File: src/rtl/stream_mux_rr.sv
// stream_mux_rr: N-channel valid/ready mux, addressed or round-robin select,
// registered single-entry output. Optional xfer counter: STREAM_MUX_XFER_CNT_EN.
module stream_mux_rr #(
    parameter int N  = 4,
    parameter int W  = 8,
    parameter int SW = $clog2(N)
) (
    input  logic           clk,
    input  logic           rst_n,
    input  logic [N*W-1:0] in_data,
    input  logic [N-1:0]   in_valid,
    output logic [N-1:0]   in_ready,
    input  logic           sel_mode,
    input  logic [SW-1:0]  sel,
    output logic [W-1:0]   out_data,
    output logic           out_valid,
    input  logic           out_ready
`ifdef STREAM_MUX_XFER_CNT_EN
    ,
    input  logic           cnt_clr,
    output logic [15:0]    xfer_count
`endif
);

    localparam logic [SW:0] NUM = (SW+1)'(N);

    logic [N-1:0][W-1:0] in_arr;
    logic [W-1:0]        out_data_q, out_data_d;
    logic                out_valid_q, out_valid_d;
    logic [SW-1:0]       last_q, last_d;
    logic                grant_vld;
    logic [SW-1:0]       grant_idx;
    logic                can_load;
    logic                accept;
    logic [SW:0]         rr_sum;
    logic [SW-1:0]       rr_cand;

    assign in_arr   = in_data;
    assign can_load = ~out_valid_q | out_ready;
    assign accept   = grant_vld & can_load;

    // Grant: addressed channel, or first valid channel after last in RR order
    always_comb begin
        grant_vld = 1'b0;
        grant_idx = '0;
        rr_sum    = '0;
        rr_cand   = '0;
        if (!sel_mode) begin
            if (({1'b0, sel} < NUM) && in_valid[sel]) begin
                grant_vld = 1'b1;
                grant_idx = sel;
            end
        end else begin
            for (int k = 1; k <= N; k++) begin
                rr_sum = {1'b0, last_q} + (SW+1)'(k);
                if (rr_sum >= NUM) begin
                    rr_sum = rr_sum - NUM;
                end
                rr_cand = rr_sum[SW-1:0];
                if (!grant_vld && in_valid[rr_cand]) begin
                    grant_vld = 1'b1;
                    grant_idx = rr_cand;
                end
            end
        end
    end

    // One-hot ready to the granted channel when the output can take a beat
    always_comb begin
        in_ready = '0;
        if (accept) begin
            in_ready[grant_idx] = 1'b1;
        end
    end

    // Output stage next state: load, drain, or hold
    always_comb begin
        out_data_d  = out_data_q;
        out_valid_d = out_valid_q;
        if (accept) begin
            out_data_d  = in_arr[grant_idx];
            out_valid_d = 1'b1;
        end else if (out_ready) begin
            out_valid_d = 1'b0;
        end
    end

    // RR pointer moves only on round-robin transfers
    always_comb begin
        last_d = last_q;
        if (accept && sel_mode) begin
            last_d = grant_idx;
        end
    end

    // State registers; pointer resets so channel 0 wins first
    always_ff @(posedge clk or negedge rst_n) begin
        if (!rst_n) begin
            out_data_q  <= '0;
            out_valid_q <= 1'b0;
            last_q      <= SW'(N - 1);
        end else begin
            out_data_q  <= out_data_d;
            out_valid_q <= out_valid_d;
            last_q      <= last_d;
        end
    end

    assign out_data  = out_data_q;
    assign out_valid = out_valid_q;

`ifdef STREAM_MUX_XFER_CNT_EN
    logic [15:0] cnt_q, cnt_d;

    // Output handshake counter; clear wins over a coincident handshake
    always_comb begin
        cnt_d = cnt_q;
        if (cnt_clr) begin
            cnt_d = '0;
        end else if (out_valid_q && out_ready) begin
            cnt_d = cnt_q + 16'd1;
        end
    end

    // Counter register
    always_ff @(posedge clk or negedge rst_n) begin
        if (!rst_n) begin
            cnt_q <= '0;
        end else begin
            cnt_q <= cnt_d;
        end
    end

    assign xfer_count = cnt_q;
`endif

endmodule

File: config.mk
export PLATFORM = sky130hd
export DESIGN_NAME = stream_mux_rr
export DESIGN_NICKNAME = d
export VERILOG_FILES = /design/src/rtl/stream_mux_rr.sv
export SDC_FILE = /design/constraint.sdc
export NUM_CORES = 1
export LEC_CHECK = 0
export CORE_MARGIN = 8
export CORE_UTILIZATION = 41
export CTS_BUF_LIST = sky130_fd_sc_hd__clkbuf_4 sky130_fd_sc_hd__clkbuf_8
export DETAILED_ROUTE_END_ITERATION = 8
export PLACE_DENSITY_LB_ADDON = 0.15
export SYNTH_ARGS = -nofsm -noshare
export SYNTH_HDL_FRONTEND = slang
export SYNTH_SLANG_ARGS = --single-unit
File: constraint.sdc
create_clock -name clk -period 4.1 [get_ports clk]
set_input_delay 0.615 -clock clk [delete_from_list [all_inputs] [get_ports clk]]
set_output_delay 0.615 -clock clk [all_outputs]
set_load 0.02 [all_outputs]
==> summary.txt, run 1 <==
Outcome
  – Outcome: complete, no violations

CTS
  – CTS resizes: 0
  – H-tree Lvls: 1
  – CTS tree: done
  – Root Buffer: clkbuf_4
  – # Post-CTS Setup Buffers: 0
  – Clk buf depth: 2
  – Clock latency on the worst-skew pair: 0.26 ns
  – Clk pin slew, worst setup/hold paths: 0.07 ns
  – Cts hold-fix bufs: 0
  – Clock Sinks: 11
  – Number of CTS-inserted buffers: 3

Die
  – Initial Util: 0.423
  – Horiz. Die Dim: 63.1 microns
  – Die Y: 63.1 microns
  – I/O Pins: 55
  – Site row count: 17
  – Core area: 0.00215 sq mm
  – Die area: 0.00398 sq mm

STA
  – Slew headroom: 0.661
  – Worst Tran Pin Value: 0.508 ns
  – Fin crit share: 0.893
  – Fin Setup TNS: 0 ns
  – Final hold vios: 0
  – Hold slack: 0.493 ns
  – Final Slew Violations: 0
  – Final setup violation count: 0
  – Period minus WS final: 3.66 ns
  – Layout Skew: 0.000376 ns
  – F_max: 273 MHz
  – RSZ-0062 raised after global routing: no

Global routing
  – Antenna violations before repair: 0
  – Total global-route track usage: 0.136
  – Largest net degree at the start of global routing: 12
  – First-pass GRT wire length: 4390 microns
  – Congestion Overflow GR: 0
  – Vias in the first global route: 971

Synth
  – Distinct cell type count after synthesis: 29
  – Top cells by area, synth: dfrtp_1, mux2i_1, o221ai_2
  – Synth top area share: 0.248
  – Synthesized instance count: 83
  – Main synth FF type: dfrtp_1
  – Seq cells post-synth: 11
  – Syn_nets: 125
  – Ys Warns: 0
  – Seq/Total Area, Yosys: 0.305
  – Post-Syn Area: 910 sq um
  – Largest area contributor in the netlist: dfrtp_1
  – Synth async-reset ratio: 1.00
  – Number of synthesized flops with an enable pin: 0
  – Post-synth top cells: mux2i_1, nand2_1, dfrtp_1, o221ai_2, nor2_1
  – Most frequent cell after synthesis: mux2i_1
  – Post-Syn Area per Cell: 11.0 sq um

Final layout
  – Flip-flop and latch area: 278 sq um
  – Share of layout cells above drive strength 1: 0.180
  – ANT cells: 0
  – Filler cells: 162
  – Layout Area Growth over Synthesis: 64.0%
  – Final nets: 182
  – Multi-input logic area: 586 sq um

Routing
  – Router iterations before antenna repair: 4
  – Iteration-0 DRC Markers: 24
  – Vias: 892
  – DR DRC count: 0
  – Post-DR wirelength/cell: 16.2 microns
  – Final wirelength: 2700 microns
  – ANT nets after route: 0
  – Vias per inst: 5.34

Worst setup path
  – WP buf/inv: 2
  – CP max stage delay: 0.71 ns
  – Critical Path Most Common Cell: clkdlybuf4s50_1
  – CP required: 3.48 ns
  – Startpoint types: primary input
  – Crit-path leading delay family: buffers and inverters
  – Crit path max-delay cell type: clkdlybuf4s50_1
  – WP data arrival: 3.05 ns
  – Crit end category: output pin
  – Worst Setup Path Type: primary input to output pin
  – Ordered cell list for the critical path: clkdlybuf4s50_1 -> or3b_2 -> o22ai_2 -> nor2_2 -> nand2_2 -> nor2_1 -> clkdlybuf4s50_1
  – Worst Path Max Fanout: 10

Placement
  – Routability Congestion: 0.838
  – Port buffer count: 54
  – Final HPWL DP: 2230 microns

Flow run
  – Max-cap violation count: 0

Power
  – Leak: 0.612 nW
  – PwrDens: 375 mW/mm^2
  – Worst ir drop on vdd: 0.000264 V

Hold path
  – Hold crit path type: flop to flop
-- sequential cells by signal (all words and copies together) (netlist names) --
register / flops
out_data: 8
out_valid: 1
last_q: 2
-- path summary, 6_finish.rpt --
| path | slack, ns | from | cells after the start | endpoint |
|---|---|---|---|---|
| setup reg to reg | 1.99 | last_q[1] | 6 | out_data[4] |
| hold reg to reg | 0.49 | out_data[3] | 2 | out_data[3] |
| setup / recovery | 0.44 | sel_mode | 7 | in_ready[3] |
| hold / removal | 0.49 | out_data[3] | 2 | out_data[3] |
| max in group asynchronous | 3.06 | rst_n | 1 | last_q[1] |
| min in group asynchronous | 0.69 | rst_n | 1 | out_data[5] |
-- cells in the final DEF (no fill, tap or decap), types with 3 or more instances in the layout --
master	count
clkbuf_4	4
clkdlybuf4s50_1	54
dfrtp_1	9
mux2i_1	20
nand2_1	10
nor2_1	3
o221ai_2	9
-- cells by family (layout without fill, tap and decap cells) --
logic type      count (synthesis)  after routing  synth area share
mux                            21             21             0.245
compound gates                 18             18             0.246
simple gates                   27             27             0.153
buf+inv                         6             62            0.0509
flops                          11             11             0.305
-- layout make-up --
| type | instances | area share |
|---|---|---|
| Clock buffer | 4 | 0.0201 |
| Inverter | 2 | 0.00503 |
| Sequential cell | 11 | 0.186 |
| Timing Repair Buffer | 56 | 0.372 |
| Multi-Input combinational cell | 66 | 0.393 |
| Tap cell | 28 | 0.0235 |
-- power breakdown --
| part | total [mW] | internal, mW | switching [mW] |
|---|---|---|---|
| registers | 0.172 | 0.148 | 0.0244 |
| clock network | 0.0799 | 0.0443 | 0.0357 |
| logic | 0.307 | 0.159 | 0.148 |
-- metrics by stage --
stage	setup slack [ns]	std cells	util	total power, mW	cell area [sq um]
floorplan	1.66	83	-	0.353	910
global placement	0.544	163	0.680	0.477	1460
detailed placement	0.454	163	0.680	0.482	1460
CTS	0.440	167	0.694	0.566	1490
global route	0.343	167	0.694	0.592	1490
finish	0.439	167	0.694	0.559	1490
-- per-layer routing --
metal	routed length [microns]	part of all wire	track usage	vias up
met5	0	0	0	-
met2	1300	0.48	0.224	35
met4	37	0.014	0.0684	0
met3	211	0.078	0.0530	4
met1	1150	0.42	0.149	423
li1	-	-	-	430
-- tightest hold or removal path: cells and delay by family, from the launching register on --
kind	cells	cell delay [ns]
simple gates	1	0.06
compound gates	1	0.05
flops	1	0.34
No activity file was read; power rests on OpenSTA's default activity.
==> inputs of run 2 (changes only) <==
--- a/config.mk
+++ b/config.mk
@@ -10,6 +10,7 @@
 export CTS_BUF_LIST = sky130_fd_sc_hd__clkbuf_4 sky130_fd_sc_hd__clkbuf_8
 export DETAILED_ROUTE_END_ITERATION = 8
 export PLACE_DENSITY_LB_ADDON = 0.15
+export SKIP_CTS_REPAIR_TIMING = 1
 export SYNTH_ARGS = -nofsm -noshare
 export SYNTH_HDL_FRONTEND = slang
 export SYNTH_SLANG_ARGS = --single-unit
==> results of run 2 <==
Same layout as run 1: the final DEF is identical, and so are final timing and power.
